## config.mk

```make
export PLATFORM = sky130hd
export DESIGN_NAME = control_unit_flat
export DESIGN_NICKNAME = d
export VERILOG_FILES = /design/src/rtl/control_unit_if.sv /design/src/rtl/control_unit.sv /design/src/flat_wrapper.sv
export SDC_FILE = /design/constraint.sdc
export NUM_CORES = 1
export LEC_CHECK = 0
export CAP_MARGIN = 5
export CORE_ASPECT_RATIO = 1.75
export CORE_UTILIZATION = 35
export CTS_CLUSTER_DIAMETER = 200
export DETAILED_ROUTE_END_ITERATION = 8
export PLACE_DENSITY = 0.74
export SLEW_MARGIN = 30
export SYNTH_ARGS = -nofsm -noshare
export SYNTH_HDL_FRONTEND = slang
export SYNTH_SLANG_ARGS = --single-unit
```

## constraint.sdc

```tcl
create_clock -name clock -period 1.8 [get_ports clock]
set_input_delay 0.45 -clock clock [delete_from_list [all_inputs] [get_ports clock]]
set_output_delay 0.45 -clock clock [all_outputs]
set_load 0.02 [all_outputs]
```

## src/rtl/control_unit_if.sv

```systemverilog
// rtl/control_unit_if.sv - ROM/RAM handshake bundle between the control unit and the memories
interface control_unit_if;
    logic instruction_busy;
    logic data_mem_busy;
    logic instruction_mem_enable;
    logic data_mem_enable;
    logic data_mem_write_enable;

    modport master (
        input  instruction_busy,
        input  data_mem_busy,
        output instruction_mem_enable,
        output data_mem_enable,
        output data_mem_write_enable
    );

    modport slave (
        output instruction_busy,
        output data_mem_busy,
        input  instruction_mem_enable,
        input  data_mem_enable,
        input  data_mem_write_enable
    );
endinterface

```

## src/rtl/control_unit.sv

```systemverilog
// rtl/control_unit.sv - multicycle RV64I control unit; RV64I_EN enables W ops and LD/SD
module control_unit (
    input  logic                 clock,
    input  logic                 reset,
    control_unit_if.master       mem,
    input  logic [6:0]           opcode,
    input  logic [2:0]           funct3,
    input  logic                 funct7,
    input  logic                 zero,
    input  logic                 negative,
    input  logic                 carry_out,
    input  logic                 overflow,
    output logic                 alua_src,
    output logic                 alub_src,
    output logic                 aluy_src,
    output logic [2:0]           alu_src,
    output logic                 carry_in,
    output logic                 arithmetic,
    output logic                 alupc_src,
    output logic                 pc_src,
    output logic                 pc_enable,
    output logic [2:0]           read_data_src,
    output logic [1:0]           write_register_src,
    output logic                 write_register_enable,
    output logic                 halt
);

    localparam logic [6:0] OPC_LOAD     = 7'b0000011;
    localparam logic [6:0] OPC_OP_IMM   = 7'b0010011;
    localparam logic [6:0] OPC_AUIPC    = 7'b0010111;
    localparam logic [6:0] OPC_STORE    = 7'b0100011;
    localparam logic [6:0] OPC_OP       = 7'b0110011;
    localparam logic [6:0] OPC_LUI      = 7'b0110111;
    localparam logic [6:0] OPC_BRANCH   = 7'b1100011;
    localparam logic [6:0] OPC_JALR     = 7'b1100111;
    localparam logic [6:0] OPC_JAL      = 7'b1101111;
`ifdef RV64I_EN
    localparam logic [6:0] OPC_OP_IMM32 = 7'b0011011;
    localparam logic [6:0] OPC_OP32     = 7'b0111011;
    localparam logic       WIDE_MEM     = 1'b1;
`else
    localparam logic       WIDE_MEM     = 1'b0;
`endif

    typedef enum logic [3:0] {
        IDLE,
        FETCH,
        WAIT_FETCH,
        DECODE,
        EXECUTE,
        MEM,
        WAIT_MEM,
        WRITEBACK,
        HALTED
    } state_t;

    state_t state;

    logic fetch_q;
    logic mem_q;
    logic mem_write_q;

    logic is_mem;
    logic is_load;
    logic is_store;
    logic is_branch;
    logic illegal;
    logic branch_taken;

    assign mem.instruction_mem_enable = fetch_q;
    assign mem.data_mem_enable        = mem_q;
    assign mem.data_mem_write_enable  = mem_write_q;

    // Branch condition from the flags of A + ~B + 1
    always_comb begin
        branch_taken = 1'b0;
        case (funct3)
            3'b000:  branch_taken = zero;
            3'b001:  branch_taken = ~zero;
            3'b100:  branch_taken = negative ^ overflow;
            3'b101:  branch_taken = ~(negative ^ overflow);
            3'b110:  branch_taken = ~carry_out;
            3'b111:  branch_taken = carry_out;
            default: branch_taken = 1'b0;
        endcase
    end

    // Instruction decode: datapath selectors and the class flags used by the FSM
    always_comb begin
        alua_src           = 1'b0;
        alub_src           = 1'b0;
        aluy_src           = 1'b0;
        alu_src            = 3'b000;
        carry_in           = 1'b0;
        arithmetic         = 1'b0;
        alupc_src          = 1'b0;
        pc_src             = 1'b0;
        read_data_src      = 3'b000;
        write_register_src = 2'b00;
        is_mem             = 1'b0;
        is_load            = 1'b0;
        is_store           = 1'b0;
        is_branch          = 1'b0;
        illegal            = 1'b0;
        case (opcode)
`ifdef RV64I_EN
            OPC_OP, OPC_OP_IMM, OPC_OP32, OPC_OP_IMM32: begin
`else
            OPC_OP, OPC_OP_IMM: begin
`endif
                // opcode[5] separates register forms from immediate forms
                alu_src  = funct3;
                alub_src = ~opcode[5];
                carry_in = (funct3 == 3'b010) || (funct3 == 3'b011) ||
                           (opcode[5] && funct3 == 3'b000 && funct7);
                if (funct3 == 3'b101)
                    arithmetic = funct7;
                else if (opcode[5] && funct3 == 3'b000)
                    arithmetic = funct7;
`ifdef RV64I_EN
                // opcode[3] marks the 32-bit W variants
                aluy_src = opcode[3];
`endif
            end
            OPC_LUI: begin
                write_register_src = 2'b11;
            end
            OPC_AUIPC: begin
                alua_src = 1'b1;
                alub_src = 1'b1;
            end
            OPC_JAL: begin
                pc_src             = 1'b1;
                write_register_src = 2'b10;
            end
            OPC_JALR: begin
                pc_src             = 1'b1;
                alupc_src          = 1'b1;
                write_register_src = 2'b10;
            end
            OPC_LOAD: begin
                alub_src           = 1'b1;
                read_data_src      = funct3;
                write_register_src = 2'b01;
                is_mem             = 1'b1;
                is_load            = 1'b1;
                illegal            = (funct3 == 3'b011) && !WIDE_MEM;
            end
            OPC_STORE: begin
                alub_src      = 1'b1;
                read_data_src = funct3;
                is_mem        = 1'b1;
                is_store      = 1'b1;
                illegal       = (funct3 == 3'b011) && !WIDE_MEM;
            end
            OPC_BRANCH: begin
                carry_in  = 1'b1;
                pc_src    = branch_taken;
                is_branch = 1'b1;
                illegal   = (funct3 == 3'b010) || (funct3 == 3'b011);
            end
            default: begin
                illegal = 1'b1;
            end
        endcase
    end

    // Sequencer; each strobe is registered alongside the state it belongs to
    always_ff @(posedge clock or negedge reset) begin
        if (!reset) begin
            state                 <= IDLE;
            fetch_q               <= 1'b0;
            mem_q                 <= 1'b0;
            mem_write_q           <= 1'b0;
            pc_enable             <= 1'b0;
            write_register_enable <= 1'b0;
            halt                  <= 1'b0;
        end else begin
            fetch_q               <= 1'b0;
            mem_q                 <= 1'b0;
            mem_write_q           <= 1'b0;
            pc_enable             <= 1'b0;
            write_register_enable <= 1'b0;
            halt                  <= 1'b0;
            case (state)
                IDLE: begin
                    state   <= FETCH;
                    fetch_q <= 1'b1;
                end
                FETCH: begin
                    state <= WAIT_FETCH;
                end
                WAIT_FETCH: begin
                    if (!mem.instruction_busy)
                        state <= DECODE;
                end
                DECODE: begin
                    if (illegal) begin
                        state <= HALTED;
                        halt  <= 1'b1;
                    end else if (is_mem) begin
                        state       <= MEM;
                        mem_q       <= 1'b1;
                        mem_write_q <= is_store;
                    end else begin
                        state                 <= EXECUTE;
                        pc_enable             <= 1'b1;
                        write_register_enable <= ~is_branch;
                    end
                end
                EXECUTE: begin
                    state   <= FETCH;
                    fetch_q <= 1'b1;
                end
                MEM: begin
                    state <= WAIT_MEM;
                end
                WAIT_MEM: begin
                    if (!mem.data_mem_busy) begin
                        state                 <= WRITEBACK;
                        pc_enable             <= 1'b1;
                        write_register_enable <= is_load;
                    end
                end
                WRITEBACK: begin
                    state   <= FETCH;
                    fetch_q <= 1'b1;
                end
                HALTED: begin
                    state <= HALTED;
                    halt  <= 1'b1;
                end
                default: begin
                    state <= IDLE;
                end
            endcase
        end
    end

endmodule

```

## src/flat_wrapper.sv

```systemverilog
// flat-port wrapper written by rule: the top's interface ports become plain ports
module control_unit_flat 
  (clock, reset, opcode, funct3, funct7, zero, negative, carry_out, overflow, alua_src, alub_src, aluy_src, alu_src, carry_in, arithmetic, alupc_src, pc_src, pc_enable, read_data_src, write_register_src, write_register_enable, halt, mem_instruction_busy, mem_data_mem_busy, mem_instruction_mem_enable, mem_data_mem_enable, mem_data_mem_write_enable);
  control_unit_if mem_i ();
  input  logic clock;
  input  logic reset;
  input  logic [6:0] opcode;
  input  logic [2:0] funct3;
  input  logic funct7;
  input  logic zero;
  input  logic negative;
  input  logic carry_out;
  input  logic overflow;
  output logic alua_src;
  output logic alub_src;
  output logic aluy_src;
  output logic [2:0] alu_src;
  output logic carry_in;
  output logic arithmetic;
  output logic alupc_src;
  output logic pc_src;
  output logic pc_enable;
  output logic [2:0] read_data_src;
  output logic [1:0] write_register_src;
  output logic write_register_enable;
  output logic halt;
  input wire logic [$bits(mem_i.instruction_busy)-1:0] mem_instruction_busy;
  input wire logic [$bits(mem_i.data_mem_busy)-1:0] mem_data_mem_busy;
  output wire logic [$bits(mem_i.instruction_mem_enable)-1:0] mem_instruction_mem_enable;
  output wire logic [$bits(mem_i.data_mem_enable)-1:0] mem_data_mem_enable;
  output wire logic [$bits(mem_i.data_mem_write_enable)-1:0] mem_data_mem_write_enable;
  assign mem_i.instruction_busy = mem_instruction_busy;
  assign mem_i.data_mem_busy = mem_data_mem_busy;
  assign mem_instruction_mem_enable = mem_i.instruction_mem_enable;
  assign mem_data_mem_enable = mem_i.data_mem_enable;
  assign mem_data_mem_write_enable = mem_i.data_mem_write_enable;
  control_unit u_core (.clock(clock), .reset(reset), .mem(mem_i), .opcode(opcode), .funct3(funct3), .funct7(funct7), .zero(zero), .negative(negative), .carry_out(carry_out), .overflow(overflow), .alua_src(alua_src), .alub_src(alub_src), .aluy_src(aluy_src), .alu_src(alu_src), .carry_in(carry_in), .arithmetic(arithmetic), .alupc_src(alupc_src), .pc_src(pc_src), .pc_enable(pc_enable), .read_data_src(read_data_src), .write_register_src(write_register_src), .write_register_enable(write_register_enable), .halt(halt));
endmodule
```

==> results.toml <==
[finish]
fillers = 173
diodes = 0
post-route-util_pct = 69.6
multiInputGateArea_sq_um = 609
area_delta_synth_final_pct = 83.9
fin_cells = 172
final_nets = 168
final_layout_size_suffix_gt1_share_pct = 50.0
fin_area_sq_um = 1480
seqCellArea_sq_um = 250

[timing]
setup_violations = 11
hold_viol = 0
skew_ps = 7.71
fin_ws_ps = -169
tns_ps = -895
max_freq_mhz = 508
period_needed_ps = 1970
rsz0062_at_grt = "true"
slew_violations = 0
post-route-period-util_pct = 109

[power]
p_sw_uw = 310
ir_worst_vdd_uv = 220
p_int_uw = 575
combPwrFrac_pct = 39.0
p_leak_nw = 0.722
power_frac_clock_pct = 22.7
power.density_nw_per_um2 = 600
p_seq_share_pct = 38.3
switching_share_pct = 35.0

[logic_synthesis]
synth-warning-count = 0
synth_nets = 110
async_flop_share_pct = 100
syn_area_per_cell_sq_um = 8.81
seq_area_frac_synth_pct = 31.2
synth_ff_type = "dfrtp_1"
syn_inst = 91
ys_types = 39
synth.ff_latch_count = 10
synth_area_sq_um = 802
synth-edff-count = 0

[run_status]
status = "finished with violations"
violations = "setup timing"

[clock_network]
clk_latency_ps = 270
clockBufferDepth = 2
cts.sinks = 10
cts.htree.levels = 1
root_buffer = "clkbuf_4"
clk_pin_slew_ps = 70
cts_tree = "built"
numCtsBuffers = 3

[min_path]
holdCritPathClass = "input port to async pin"

[drt]
drt_drc_violations_left = 0
ant_nets = 0
wire_per_inst_microns = 14.8
vias = 943
first_pass_iters = 4
wl_microns = 2540
via_per_inst = 5.48
drt_iter0_markers = 35

[worst_setup_path]
reg2reg_slack_ps = 270
critPathSlowestCell = "xnor3_1"
cpLargestDelayFamily = "compound AO/OA/AOI/OAI gates"
crit_arrival_ps = 1520
start_kind = "input port"
path_buf_inv = 2
critPathMaxFanout = 2
crit_type = "input port to output pin"
required_ps = 1350
crit-reg2reg-capture = "u_core.state[0]"
cp.depth = 6
reg2reg_from = "u_core.state[3]"
critPathMaxStageDelay_ps = 360
critPathLaunch = "funct3[0]"
worstPathCellList = "buf_6 > xnor3_1 > and2_1 > o31ai_1 > a41o_1 > buf_6"
worst_path_most_repeated_cell = "buf_6"
endpoint = "pc_src"
crit_path_end_kind = "output pin"
r2r_cells = 4

[place]
dpl_cell_area_sq_um = 1290
portBuffers = 38
placed_cells = 161
dp_hpwl_microns = 1710
place_congestion = 0.717

[floorplan]
die_y_microns = 65.3
io_pins = 40
die_x_microns = 38.2
coreArea_sq_um = 2120
start_util_pct = 37.8
die_area_sq_um = 2490
row_count = 22

[global_route]
grt_max_degree = 11
grt_usage_pct = 20.2
grt_antenna_before_repair = 0
grt_pass1_vias = 846
grt.overflow.total = 0
grt_pass1_wl_microns = 3640

[run]
drv_cap = 0
-- flip-flops by register name, indices dropped and copies added, names as in the netlist --
register and flops:
u_core.mem.data_mem_enable 1, u_core.pc_enable 1, u_core.state 4, u_core.write_register_enable 1, u_core.halt 1, u_core.mem.data_mem_write_enable 1
u_core.mem.instruction_mem_enable 1
-- worst register-to-register path: cells and delay by family, from the launching register on --
kind | cells | cell delay, ps
simple gates | 3 | 700
flops | 1 | 440
compound gates | 1 | 290
-- layout by cell type (no fill, tap or decap), types with 2 or more instances in the layout --
master,synthesis,routed
a21oi_1,2,2
and2_1,7,4
and2_4,0,3
and3_1,2,2
buf_2,0,7
buf_4,1,19
buf_6,4,18
clkbuf_4,0,3
clkdlybuf4s50_1,0,9
dfrtp_1,10,10
dlygate4sd2_1,0,5
inv_1,2,2
mux2i_1,2,2
nand2_1,7,6
nand2b_1,4,2
nand2b_4,0,2
nand3_1,3,2
nor2_1,13,9
nor2_4,0,4
nor3_1,4,3
nor3_4,0,2
or3_4,0,2
xnor2_1,2,2
-- synthesized netlist by cell type (3+ instances only) --
master / n / share of area (%)
nand3_1: 3 / 1.9
nand2b_1: 4 / 3.1
and2_1: 7 / 5.5
nor3_1: 4 / 2.5
nand2_1: 7 / 3.3
nor2_1: 13 / 6.1
dfrtp_1: 10 / 31
buf_6: 4 / 5.6
-- per-layer routing --
metal / vias to the layer above / global-route usage (%) / share of wire [%]
met2: 42 / 41.5 / 60
li1: 442 / - / -
met3: 6 / 2.36 / 3.6
met1: 453 / 17.8 / 34
met4: 0 / 7.14 / 2.6
met5: - / 0 / 0
-- power by group through the flow --
stage                     clock network (mW)  registers [mW]  logic (mW)
after detailed placement                   0           0.338       0.320
after global placement                     0           0.336       0.310
final                                  0.201           0.339       0.345
after CTS                              0.205           0.334       0.325
after floorplan                            0           0.333       0.196
after global routing                   0.220           0.344       0.371
-- per-stage QoR --
| stage | power (mW) | hold slack (ps) | setup WS [ps] |
|---|---|---|---|
| 5_1_grt | 0.935 | 511 | -230 |
| 3_5_place_dp | 0.658 | 516 | -1070 |
| 3_3_place_gp | 0.647 | 507 | -1080 |
| 2_1_floorplan | 0.529 | 154 | -80.7 |
| 4_1_cts | 0.864 | 495 | -198 |
| 6_report | 0.885 | 482 | -169 |
-- what timing repair did --
action                     CTS  global route
setup endpoints to repair   20            17
pin swaps                   14            11
gates resized for setup    132            20
gates cloned                 0             0
hold buffers                 0             0
buffers inserted             5             2
-- logic make-up (layout without fill, tap and decap cells) --
logic type | count (synthesis) | in the layout | share of synthesized area, %
compound gates | 13 | 13 | 11.9
xor+xnor | 4 | 4 | 6.08
buf+inv | 10 | 67 | 9.05
flops | 10 | 10 | 31.2
mux | 3 | 3 | 4.37
other cells | 1 | 1 | 0.468
simple gates | 50 | 50 | 37.0
-- worst min-delay path by stage --
stage / slack (ps) / cells past startpoint / from / to
after floorplan: 150 / 0 / reset / u_core.halt
after global placement: 510 / 1 / u_core.state[3] / u_core.mem.instruction_mem_enable
after detailed placement: 520 / 1 / u_core.state[3] / u_core.mem.instruction_mem_enable
after CTS: 500 / 1 / reset / u_core.state[3]
after global routing: 510 / 1 / reset / u_core.halt
final: 480 / 1 / reset / u_core.state[3]
-- area by class of cell --
cell class / count / share of cell area (%)
Timing Repair Buffer: 60 / 36.5
Multi-Input combinational cell: 71 / 41.3
Clock buffer: 4 / 2.46
Sequential cell: 10 / 17.0
Inverter: 3 / 0.763
Tap cell: 24 / 2.04
Note: power is estimated with default switching activity, not from simulation.
==> variant 1: new RTL, config.mk and constraints unchanged <==
Add a define of `RV64I_EN`.
--- a/src/rtl/control_unit.sv
+++ b/src/rtl/control_unit.sv
@@ -1,4 +1,6 @@
 // rtl/control_unit.sv - multicycle RV64I control unit; RV64I_EN enables W ops and LD/SD
+`define RV64I_EN
+
 module control_unit (
     input  logic                 clock,
     input  logic                 reset,
Check against the original RTL: not equivalent (Yosys sat finds a counterexample within 4 cycles, from zero or initial values and one cycle with reset low).
==> variant 1 against the unedited design <==
The flow still finishes with violations (negative setup slack). Synthesized cell count increased by 5.5%. Total power increased by 8.9%. Worst setup slack improved by 0.022 ns. Sequential cell count unchanged. Cell count increased by 7.6%. Register-to-register slack improved by 0.20 ns. Design area increased by 5.7%. Area after synthesis increased by 3.3%. Clock skew decreased by 0.0072 ns. Clock power increased by 12%. Wire length increased by 7.1%. First-iteration DRC count decreased by 57%.
==> variant 1: results (changes against the unedited design) <==
** Placement
- Post-Place Worst Slack :: -1.06 ns (+0.00846 ns)
- Buffers on Ports :: 39 (+2.6%)
- The placed wire-length estimate came to 2.01 mm (+17%).
- Placer congestion estimate :: 0.854 (+19%)
- The cell area after placement came to 0.00143 mm² (+11%).

** Worst setup path
- Among all stages on the critical path, the largest delay is contributed by clkdlybuf4s50_1.
- The data arrival time of the worst path is 1.50 ns (-0.02 ns).

** Yosys
- The multiplexer area fraction after synthesis is 1.36% (-3.0 points).
- The area share of xor/xnor cells in the synthesized design came to 5.89% (-0.19 points).
- Ranked by total cell area, the synthesized netlist is headed by dfrtp_1, and2_1, nor2_1.
- Most instantiated library cell after synthesis :: dfrtp_1
- The cell count after synthesis is 96 (+5.5%).
- In the synthesized netlist, the cells that appear most often are dfrtp_1, nor2_1, nand2_1.
- Sequential share of the synthesized area :: 30.2% (-0.99 points)
- Number of distinct library cell variants in the gate-level netlist after synthesis :: 45 (+15%)

** Clock tree
- The later-pin clock latency in the skew report is 0.23 ns (-0.04 ns).
- The register clock-pin slew on the reported worst setup and hold paths came to 0.04 ns (-0.03 ns).
- The root buffer cell chosen for the clock tree is clkbuf_8.

** Route
- The total number of vias came to 1,002 (+6.3%).
- Starting DRC count in detailed routing :: 15 (-57%)
- WL final :: 2.72 mm (+7.1%)

** Cells and area
- Count of placed standard cells in the final layout, fillers left out :: 185 (+7.6%)
- Share of final-layout standard cells stronger than drive strength 1 :: 51.2% (+1.2 points)
- The fill cell instance count of the final layout came to 178 (+2.9%).
- Final net count :: 181 (+7.7%)

** Power
- The worst IR drop on VDD is 0.307 mV (+40%).
- Net switching component of the power :: 0.327 mW (+5.5%)
- Leakage power summed over all cells :: 0.726 nW (+0.56%)

** Global routing
- GR Util met1 :: 20.5% (+2.8 points)
- The global-route track usage on met2 came to 44.8% (+3.3 points).

** Hold path
- The tightest min-delay check is of the reg -> reg type.

** Timing
- The final worst setup slack was -0.147 ns (+0.0221 ns).
- The number of endpoints failing setup at the final stage was 4 (-7).
- Setup clock skew after layout :: 0.000548 ns (-0.00717 ns)
- The setup TNS came to -0.373 ns (+0.522 ns).

** Outcome
- Outcome :: finished, violations left
- The final reports fail on negative setup slack.
-- variant 1: final cells by class --
type / count / area, µm² / share of cell area, %
Tap cell: 25 / 31.3 / 2.01
Timing Repair Buffer: 67 / 596 / 38.2
Multi-Input combinational cell: 80 / 641 / 41.1
Sequential cell: 10 / 250 / 16.1
Clock buffer: 3 / 41.3 / 2.65
-- variant 1: what timing repair did --
action,CTS,global route
setup buffers,2,0
resized for setup,135,23
pin swaps,13,9
gates cloned,0,0
setup endpoints to repair,20,12
-- variant 1: kinds of logic after synthesis --
logic type / count (synthesis)
AOI/OAI and AO/OA: 18
xor gates and xnor gates: 4
buffers and inverters: 6
DFF: 10
muxes: 1
and+or+nand+nor: 57
-- variant 1: final timing paths --
path / start / to / slack [ns] / cells past startpoint
setup reg to reg: u_core.state[0] / u_core.write_register_enable / 0.47 / 4
hold reg to reg: u_core.state[3] / u_core.state[0] / 0.51 / 1
max in group asynchronous: reset / u_core.mem.data_mem_enable / 0.98 / 1
min in group asynchronous: reset / u_core.state[3] / 0.52 / 1
hold / removal: u_core.state[3] / u_core.state[0] / 0.51 / 1
setup / recovery: funct7 / carry_in / -0.15 / 5
-- variant 1: critical path, delay by kind of cell --
kind / cells / cell delay (ns)
buffers and inverters: 2 / 0.60
AOI/OAI and AO/OA: 2 / 0.24
and+or+nand+nor: 1 / 0.21
-- variant 1: layer usage --
| metal | share of wire (%) | wire length, µm |
|---|---|---|
| met1 | 33 | 893 |
| met2 | 61 | 1650 |
| met3 | 4.0 | 109 |
| met4 | 2.6 | 70 |
| met5 | 0 | 0 |
-- variant 1: power by group through the flow --
stage / Sequential [mW] / Combinational, mW / Clock (mW)
detailed placement: 0.344 / 0.371 / 0
global route: 0.350 / 0.432 / 0.248
global placement: 0.336 / 0.360 / 0
floorplan: 0.336 / 0.213 / 0
CTS: 0.341 / 0.382 / 0.235
finish: 0.339 / 0.398 / 0.226
==> variant 2: new RTL, same settings <==
Made on the original files. Encoding of `state_t`: now one-hot (9 bits for 9 states).
--- a/src/rtl/control_unit.sv
+++ b/src/rtl/control_unit.sv
@@ -42,16 +42,16 @@
     localparam logic       WIDE_MEM     = 1'b0;
 `endif
 
-    typedef enum logic [3:0] {
-        IDLE,
-        FETCH,
-        WAIT_FETCH,
-        DECODE,
-        EXECUTE,
-        MEM,
-        WAIT_MEM,
-        WRITEBACK,
-        HALTED
+    typedef enum logic [8:0] {
+        IDLE       = 9'b000000001,
+        FETCH      = 9'b000000010,
+        WAIT_FETCH = 9'b000000100,
+        DECODE     = 9'b000001000,
+        EXECUTE    = 9'b000010000,
+        MEM        = 9'b000100000,
+        WAIT_MEM   = 9'b001000000,
+        WRITEBACK  = 9'b010000000,
+        HALTED     = 9'b100000000
     } state_t;
 
     state_t state;
Behaviour: no difference found for any inputs over 10 cycles, from zero or initial values and one cycle with reset low; not proved beyond that.
==> variant 2 against the unedited design <==
Total power up 46%. Combinational power increased by 66%. The flow finishes with violations (design-rule violations, negative setup slack). Core utilization grew 0.14 points. Area after synthesis grew 33%. Critical endpoint unchanged. Sequential share of layout area grew 1.5 points. Highest routed layer unchanged. Non-clock buffer count increased by 15. Wire length up 57%. Design area rose by 38%. Sequential power grew 32%. Sequential cell count up 5. Worst setup slack worse by 0.25 ns. Clock skew is 0.0034 ns lower. Largest power group unchanged.
==> variant 2: results (changes against the unedited design) <==
** Placement
- The cell area after placement is 0.00170 mm² (+32%).
- The placed wire-length estimate came to 2.63 mm (+53%).
- Buffers on Ports :: 38 (unchanged)
- The final weighted congestion of routability-driven global placement came to 0.848 (+18%).

** Outcome
- The final reports fail on design-rule violations, negative setup slack.
- Outcome :: finished, violations left

** Yosys
- The post-synth net total came to 142 (+29%).
- Number of distinct library cell variants in the gate-level netlist after synthesis :: 45 (+15%)
- Cell types with the highest counts after synthesis :: nor2_1, dfrtp_1, nand2_1, nand2b_1
- The share of flip-flops with an asynchronous set or reset is 100% (unchanged).
- Compound-cell area share of the yosys netlist :: 16.0% (+4.2 points)
- Sequential share of the synthesized area :: 35.2% (+4.0 points)
- The area share of xor/xnor cells in the synthesized design was 4.09% (-2.0 points).
- Synth top area cells :: dfrtp_1, nor2_1, nand2b_1
- The multiplexer area fraction after synthesis came to 3.04% (-1.3 points).
- Share of synthesized cell area in full adder, half adder and majority cells :: 0% (unchanged)

** Worst setup path
- The data arrival time of the worst path came to 1.77 ns (+0.25 ns).
- The worst-path maximum fanout is 2 (unchanged).
- The register-to-register setup slack is 0.04 ns (-0.23 ns).

** Route
- The number of iterations in the first detailed-routing pass came to 9 (+5).
- The per-cell via count in the routed design is 5.74 (+4.7%).
- The post-route DRC violation count came to 2 (+2).
- Routed len/inst :: 18.0 µm (+22%)
- Starting DRC count in detailed routing :: 41 (+17%)

** Timing
- Total negative setup slack :: -0.733 ns (+0.161 ns)
- The worst clock skew on the final layout is 0.00430 ns (-0.00341 ns).
- Worst hold margin :: 0.530 ns (+0.0481 ns)
- Setup violators final :: 6 (-5)
- Least setup slack across all paths after layout :: -0.419 ns (-0.249 ns)

** Clock tree
- CTS H-Tree Depth :: 1 (unchanged)
- Clock tree synthesis selected as its root buffer the cell clkbuf_8.
- The later-pin clock latency in the skew report came to 0.24 ns (-0.03 ns).
- Clock-pin transition on the worst setup and hold timing paths :: 0.06 ns
- The total clock buffers created by CTS came to 3 (unchanged).

** Cells and area
- Biggest register :: u_core.state
- The fraction of layout cells with a size suffix above 1 is 54.9% (+4.9 points).
- Flip-flop count of the largest register, all copies and words added :: 9 (+5)
- Final net count :: 213 (+27%)

** Global routing
- The largest net degree at the start of global routing was 16 (+5).
- Vias in the first global route :: 1,336 (+58%)
- The overall global routing resource usage came to 24.2% (+4.0 points).
- Wire length of the first global-routing pass :: 5.91 mm (+63%)

** Power
- The total leakage power is 0.884 nW (+22%).
- The worst IR drop on VDD was 0.300 mV (+36%).
- The cell internal power dissipation came to 0.826 mW (+44%).
==> variant 2: cell type report <==
class                   instances  area [µm²]
clock buffers                   4        45.0
multi-input cells              95         887
flip-flops and latches         15         377
inverters                       4        15.0
repair buffers                 75         683
fillers                       203         886
well taps                      28        35.0
==> variant 2: path summary, 6_finish.rpt <==
kind	start	endpoint	depth (start not counted)
min reg2reg	u_core.state[3]	u_core.state[2]	1
min in group clock	u_core.state[3]	u_core.state[2]	1
max in group asynchronous	reset	u_core.state[0]	2
max reg2reg	u_core.state[4]	u_core.state[8]	4
min	reset	u_core.state[6]	2
max	negative	pc_src	6
==> variant 2: per-layer routing <==
layer	track usage, %	routed length, µm	up-vias
li1	-	-	586
met1	21.7	1320	622
met2	49.3	2410	53
met3	3.36	147	8
met4	13.2	113	0
met5	0	0	-
==> variant 2: power groups by stage <==
stage	logic (mW)	clock network, mW	registers (mW)
CTS	0.536	0.271	0.447
global placement	0.487	0	0.446
finish	0.574	0.265	0.448
floorplan	0.299	0	0.450
detailed placement	0.499	0	0.453
global route	0.622	0.294	0.453
==> variant 2: what timing repair did <==
item,in CTS,in global routing
resized for setup,159,31
setup endpoints to repair,22,20
pin swaps,16,8
hold buffers,0,0
buffers inserted,5,3
==> variant 2: metrics by stage <==
step | cells | utilization [%] | worst slack, ns
3_3_place_gp | 209 | 58.1 | -1.16
2_1_floorplan | 123 | - | -0.200
4_1_cts | 218 | 64.7 | -0.486
3_5_place_dp | 209 | 58.1 | -1.24
6_report | 221 | 69.7 | -0.419
5_1_grt | 221 | 69.7 | -0.459
==> variant 2: critical path, cell delays in order <==
cell       delay, ns
buf_8           0.11
xnor2_4         0.14
a211o_1         0.27
a211o_1         0.29
a2111oi_4       0.31
buf_4           0.20
